==> src/rtl/if_fetch_ctrl.sv <==
// Instruction-fetch responder: turns each enabled PC into one SRAM-like request,
// holds the returned instruction for decode and squashes responses orphaned by a flush.
module if_fetch_ctrl #(
   parameter int          EXC_ADEL_BIT = 4,
   parameter logic [31:0] RESET_INST   = 32'h0000_0000
) (
   input  logic        clk,
   input  logic        resetn,
   input  logic [64:0] pc_to_ic_bus,
   input  logic        flush,
   input  logic        stall_id,
   output logic        inst_req,
   output logic [31:0] inst_addr,
   input  logic        inst_addr_ok,
   input  logic        inst_data_ok,
   input  logic [31:0] inst_rdata,
   output logic [96:0] ic_to_id_bus,
   output logic        stallreq_ic,
   output logic [2:0]  o_dbg_state
);

   // Handshake: inst_req/inst_addr stay asserted and stable until the cycle
   // inst_addr_ok is high; inst_data_ok returns exactly one word per accepted request.
   typedef enum logic [2:0] {
      S_IDLE   = 3'd0,
      S_REQ    = 3'd1,
      S_WAIT   = 3'd2,
      S_CANCEL = 3'd3,
      S_DONE   = 3'd4
   } state_t;

   localparam logic [31:0] ADEL_MASK = 32'h1 << EXC_ADEL_BIT;

   state_t      r_state;
   logic        r_req;
   logic [31:0] r_addr;
   logic [31:0] r_pc;
   logic [31:0] r_exc;
   logic [31:0] r_inst;
   logic        r_valid;
   logic [31:0] r_out_pc;
   logic [31:0] r_out_exc;

   logic [31:0] w_exc;
   logic        w_ce;
   logic [31:0] w_pc;

   assign w_exc = pc_to_ic_bus[64:33];
   assign w_ce  = pc_to_ic_bus[32];
   assign w_pc  = pc_to_ic_bus[31:0];

   always_ff @(posedge clk) begin
      if (!resetn) begin
         r_state   <= S_IDLE;
         r_req     <= 1'b0;
         r_addr    <= 32'h0;
         r_pc      <= 32'h0;
         r_exc     <= 32'h0;
         r_inst    <= RESET_INST;
         r_valid   <= 1'b0;
         r_out_pc  <= 32'h0;
         r_out_exc <= 32'h0;
      end else begin
         case (r_state)
            S_IDLE: begin
               if (w_ce && !flush) begin
                  r_pc <= w_pc;
                  if (w_pc[1:0] == 2'b00) begin
                     r_exc   <= w_exc;
                     r_req   <= 1'b1;
                     r_addr  <= w_pc;
                     r_state <= S_REQ;
                  end else begin
                     // Misaligned PC: report AdEL straight to decode, no memory access.
                     r_exc     <= w_exc | ADEL_MASK;
                     r_inst    <= RESET_INST;
                     r_valid   <= 1'b1;
                     r_out_pc  <= w_pc;
                     r_out_exc <= w_exc | ADEL_MASK;
                     r_state   <= S_DONE;
                  end
               end
            end
            S_REQ: begin
               if (inst_addr_ok) begin
                  r_req   <= 1'b0;
                  r_state <= flush ? S_CANCEL : S_WAIT;
               end else if (flush) begin
                  r_req   <= 1'b0;
                  r_state <= S_IDLE;
               end
            end
            S_WAIT: begin
               if (inst_data_ok) begin
                  if (flush) begin
                     r_state <= S_IDLE;
                  end else begin
                     r_inst    <= inst_rdata;
                     r_valid   <= 1'b1;
                     r_out_pc  <= r_pc;
                     r_out_exc <= r_exc;
                     r_state   <= S_DONE;
                  end
               end else if (flush) begin
                  r_state <= S_CANCEL;
               end
            end
            // The accepted request still owes one data_ok; swallow it.
            S_CANCEL: begin
               if (inst_data_ok) begin
                  r_state <= S_IDLE;
               end
            end
            S_DONE: begin
               if (flush || !stall_id) begin
                  r_valid <= 1'b0;
                  r_inst  <= RESET_INST;
                  r_state <= S_IDLE;
               end
            end
            default: r_state <= S_IDLE;
         endcase
      end
   end

   assign inst_req     = r_req;
   assign inst_addr    = r_addr;
   assign ic_to_id_bus = {r_out_exc, r_valid, r_out_pc, r_inst};
   assign o_dbg_state  = r_state;

   // Front end must hold while a fetch is pending or about to start.
   assign stallreq_ic = resetn &&
                        ((r_state == S_REQ) || (r_state == S_WAIT) || (r_state == S_CANCEL) ||
                         ((r_state == S_IDLE) && w_ce && !flush));

endmodule

==> config.mk <==
export PLATFORM = sky130hd
export DESIGN_NAME = if_fetch_ctrl
export DESIGN_NICKNAME = d
export VERILOG_FILES = /design/src/rtl/if_fetch_ctrl.sv
export SDC_FILE = /design/constraint.sdc
export NUM_CORES = 1
export LEC_CHECK = 0
export ABC_AREA = 1
export ABC_CLOCK_PERIOD_IN_PS = 3100
export CORE_UTILIZATION = 51
export DETAILED_ROUTE_END_ITERATION = 12
export PLACE_DENSITY = 0.85
export REMOVE_ABC_BUFFERS = 1
export SETUP_SLACK_MARGIN = 0.15
export SYNTH_ARGS = -nofsm -noshare
export SYNTH_HDL_FRONTEND = slang
export SYNTH_SLANG_ARGS = --single-unit
==> constraint.sdc <==
create_clock -name clk -period 3.1 [get_ports clk]
set_clock_uncertainty 0.1 [all_clocks]
set_input_delay 0.31 -clock clk [delete_from_list [all_inputs] [get_ports clk]]
set_output_delay 0.31 -clock clk [all_outputs]
set_load 0.02 [all_outputs]
Word-level counts from Yosys, hierarchy flattened
Cells that the tools add are included.
{"block": "word_totals", "regBits": 197, "latchBits": 0, "ram_bits": 0, "romBits": 0, "inputBits": 103, "out_inout_bits": 134, "word_cells": 82, "memories": 0}
{"block": "op_classes", "n_addsub": 0, "n_mul": 0, "n_div": 0, "magnitude_cmp": 0, "eq_ne": 13, "n_shift": 0, "mux": 39, "n_bitwise": 0, "reduce_logical": 21}
{"operator": "$mux W32", "n": 13}
{"operator": "$pmux W32 S2", "n": 2}
{"operator": "$pmux W32 S3", "n": 1}
{"operator": "$mux W3", "n": 9}
{"operator": "$pmux W3 S5", "n": 1}
{"operator": "$ne A2 B2 Y1 const B", "n": 7}
{"operator": "$mux W1", "n": 10}
{"operator": "$reduce_and A5 Y1", "n": 2}
{"operator": "$eq A3 B2 Y1 const B", "n": 2}
{"operator": "$ne A3 B3 Y1 const B", "n": 2}
{"operator": "$reduce_and A6 Y1", "n": 1}
{"operator": "$mux W5", "n": 1}
{"operator": "$logic_and A1 B1 Y1", "n": 4}
{"operator": "$logic_or A1 B1 Y1", "n": 4}
{"operator": "$reduce_and A4 Y1", "n": 1}
{"operator": "$reduce_bool A2 Y1", "n": 2}
{"operator": "$eq A3 B1 Y1 const B", "n": 1}
{"operator": "$eq A3 B3 Y1 const B", "n": 1}
{"operator": "$logic_not A3 Y1", "n": 1}
{"operator": "$pmux W1 S3", "n": 1}
{"operator": "$reduce_and A3 Y1", "n": 1}
{"operator": "$reduce_bool A3 Y1", "n": 1}
{"operator": "$logic_not A1 Y1", "n": 2}
{"operator": "$logic_not A2 Y1", "n": 1}
{"operator": "2 further kinds", "n": 2}

Logic depth before layout (Yosys ltp)
{"block": "depth", "depth_word": 5, "ltp_mapped": 11, "mapped_depth_nobuf": 9}

Worst setup path after synthesis
OpenSTA, ideal clock, no wires.
{"block": "synth_timing", "path_kind": "input to output", "start": "in resetn", "end": "out stallreq_ic", "arrival_time_ps": 1325, "required_time_ps": 2690, "setup_slack_ps": 1365, "cell_stages": 3, "n_path_buf": 1, "cell_sequence": "clkbuf_1 > clkinv_1 > a211oi_1"}
{"block": "synth_via", "elab_chain_cells": 1}
{"element": "from (decl)", "line": "8", "text": "input logic resetn,"}
{"element": "$logic_and A1 B1 Y1", "line": "132", "text": "assign stallreq_ic = resetn &&"}
{"element": "to (decl)", "line": "18", "text": "output logic stallreq_ic,"}
Every way passes these cells.

Final worst setup path
{"block": "layout_timing", "start": "reg r_state[1] (netlist: o_dbg_state[1])", "end": "out stallreq_ic"}
{"block": "layout_via", "elab_chain_cells": 5, "elab_cells_between_ends": 10}
{"element": "from (decl)", "line": "34", "text": "state_t r_state;"}
{"element": "from (signal assigned)", "line": "87", "text": "r_state <= flush ? S_CANCEL : S_WAIT;"}
{"element": "$eq A3 B1 Y1 (tied with other cells)", "line": "133", "text": "((r_state == S_REQ) || (r_state == S_WAIT) || (r_state == S_CANCEL) ||"}
{"element": "$logic_or A1 B1 Y1 / $logic_and A1 B1 Y1 (equally long branches) (2 in a row)", "line": "133, 134"}
{"element": "$logic_or A1 B1 Y1 *", "line": "133"}
{"element": "$logic_and A1 B1 Y1 *", "line": "132"}
Every way passes the cells marked *; elsewhere a longest branch is shown, timed or not.

==> results.toml <==
[placement]
place_hpwl_um = 13120
port_buffers = 236
place_congestion = 0.8204
dp.cells = 1544

[final_layout]
finish.net_count = 1455
layout.cells.non_filler = 1576
num-fill-cells = 1272
drive_above_1_share = 0.04029
area_delta_synth_final_pct = 37.25
diodes = 0
layout_common_cells = "nand2_1, clkdlybuf4s50_1, nor2_1"
layout.cells.most_common = "nand2_1"
final_util = 0.7200

[timing]
max_freq_ghz = 0.4206
slew-limit-headroom = 0.5110
min_period_ps = 2377
worstMarginPinSlew_ps = 733.5
hold_violations = 0
min_period_over_period = 0.7669
setup_viol = 0
slew_viol_final = 0
rsz0062_at_grt = "false"

[cts]
cts_resized = 0
clk_latency_ps = 430
cts_tree = "built"
clockBufferDepth = 2
clock_sinks = 197
root_buffer = "clkbuf_16"
post-cts-setup-buffers = 0
cts-htree-levels = 4
cts_buffers = 17
clkTransAtPathRegs_ps = 70
hold_buffers = 0

[power]
max-vdd-ir-drop_v = 0.0005658
p_leak_nw = 4.639
p_per_area_mw_per_mm2 = 932.7

[setup_path]
cp-start-kind = "register"
crit_type = "reg2out"
ff2ff_setup_slack_ps = 1110
required_ps = 2690
r2r_cells = 10
rr_endpoint = "r_out_exc[1]$_SDFFE_PN0P_"
critPathCaptureType = "output pin"
r2r_start = "o_dbg_state[0]$_SDFFE_PN0P_"
worstPathArrival_ps = 1970
cp_max_fo = 7
crit_slowest_cell = "clkdlybuf4s50_1"
path_cells = "nor2_4, a211oi_1, clkdlybuf4s50_1"
slowest_delay_ps = 660
path_buf_inv = 1
crit_family = "buffers and inverters"

[drt]
first_pass_iters = 5
drt_iter0_drc = 458
antenna_left = 0
drt-wirelength-per-cell_um = 12.97
vias_per_cell = 4.856
drc = 0
wl_um = 20440
via_count = 7653

[grt]
grt_max_degree = 164
grt_overflow = 0
grt_pass1_wl_um = 32620
antenna_found_initial = 0
groute.usage.overall = 0.2518
grt_pass1_vias = 6910

[synth]
ys_warn_count = 0
synth.distinct_cells = 21
syn-cell-area_sq_mm = 0.008034
ys_seq_elements = 197
syn_avg_cell_area_sq_um = 6.926
syn_inst = 1160
seq_area_frac_synth = 0.4909

[flow_run]
drv_cap = 0

[floorplanning]
fp.dieW_um = 127.5
rows = 45
num_io_pins = 237
core_sq_mm = 0.01531
initial_core_util = 0.5246
die-height_um = 127.5
dieArea_sq_mm = 0.01626

[worst_hold_path]
min_from = "inst_addr[1]$_SDFFE_PN0P_"
min_path_type = "reg2reg"
min_path_cells = 2
hold_end = "inst_addr[1]$_SDFFE_PN0P_"

[run_status]
status = "completed"
[cells in the mapped netlist]
master / instances / area share
nor2_2: 1 / 0.00078
inv_1: 131 / 0.061
a21oi_1: 99 / 0.062
nand3b_1: 1 / 0.00093
inv_2: 5 / 0.0023
o21ai_2: 1 / 0.0011
a211oi_1: 1 / 0.00093
buf_2: 20 / 0.012
dfxtp_1: 197 / 0.49
nor3_1: 1 / 0.00062
nor2_1: 207 / 0.097
clkbuf_1: 40 / 0.019
nand2_1: 275 / 0.13
o21ai_0: 157 / 0.098
buf_4: 6 / 0.0056
clkinv_1: 1 / 0.00047
nand3_2: 1 / 0.0012
nand3_1: 4 / 0.0025
nor2_4: 1 / 0.0014
buf_6: 9 / 0.013
nand4_1: 2 / 0.0016
[report_power, final]
group / internal [W] / switching, W
sequential: 0.00323 / 0.000354
clock: 0.00129 / 0.00101
combinational: 0.00175 / 0.00264
[stage by stage]
| step | hold slack, ps | worst slack (ps) | instance area [sq um] | setup TNS (ps) | total power [W] |
|---|---|---|---|---|---|
| 2_1_floorplan | 323.9 | -1297 | 7637 | -84250 | 0.006231 |
| 3_3_place_gp | 320.5 | 804.8 | 10410 | 0 | 0.007864 |
| 3_5_place_dp | 323.5 | 717.4 | 10410 | 0 | 0.008000 |
| 4_1_cts | 322.2 | 709.8 | 11030 | 0 | 0.01034 |
| 5_1_grt | 332.9 | 663.1 | 11030 | 0 | 0.01099 |
| 6_report | 333.2 | 722.5 | 11030 | 0 | 0.01029 |
[layout make-up]
cell class              count  area, sq um  area share
flip-flops and latches    197         3944      0.3577
multi-input cells         751         3194      0.2897
repair buffers            248         2487      0.2256
inverters                 137        515.5     0.04675
clock buffers              17        425.4     0.03858
well taps                 211        264.0     0.02394
clock inverters            15        196.4     0.01781
[sequential cells by signal (all words and copies together) (netlist names)]
register / flops
o_dbg_state: 3
r_out_pc: 32
r_out_exc: 32
r_pc: 32
r_valid: 1
inst_req: 1
inst_addr: 32
r_exc: 32
r_inst: 32
[how the worst max path moves through the flow]
stage	to	cells past startpoint	from
after floorplan	r_out_exc[0]$_SDFFE_PN0P_	7	o_dbg_state[1]$_SDFFE_PN0P_
after global placement	r_out_exc[20]$_SDFFE_PN0P_	9	flush
after detailed placement	r_out_exc[1]$_SDFFE_PN0P_	9	flush
after CTS	stallreq_ic	3	o_dbg_state[1]$_SDFFE_PN0P_
after global routing	stallreq_ic	3	o_dbg_state[1]$_SDFFE_PN0P_
final	stallreq_ic	3	o_dbg_state[1]$_SDFFE_PN0P_
[routing by layer]
metal / global-route usage / vias to the layer above / part of all wire
met4: 0.09874 / 0 / 0.026
met2: 0.4323 / 245 / 0.47
li1: - / 3967 / -
met3: 0.07077 / 38 / 0.076
met1: 0.2969 / 3403 / 0.43
met5: 0 / - / 0
[tightest hold or removal path: stages (launching register included)]
cell and delay (ps):
dfxtp_1 310, nand2_1 50, nor2_1 30
[cells by family after synthesis]
logic type             share of synthesized area
buffers and inverters                     0.1134
DFF                                       0.4909
and+or+nand+nor                           0.2342
AOI/OAI and AO/OA                         0.1615
Note: power is estimated with default switching activity, not from simulation.
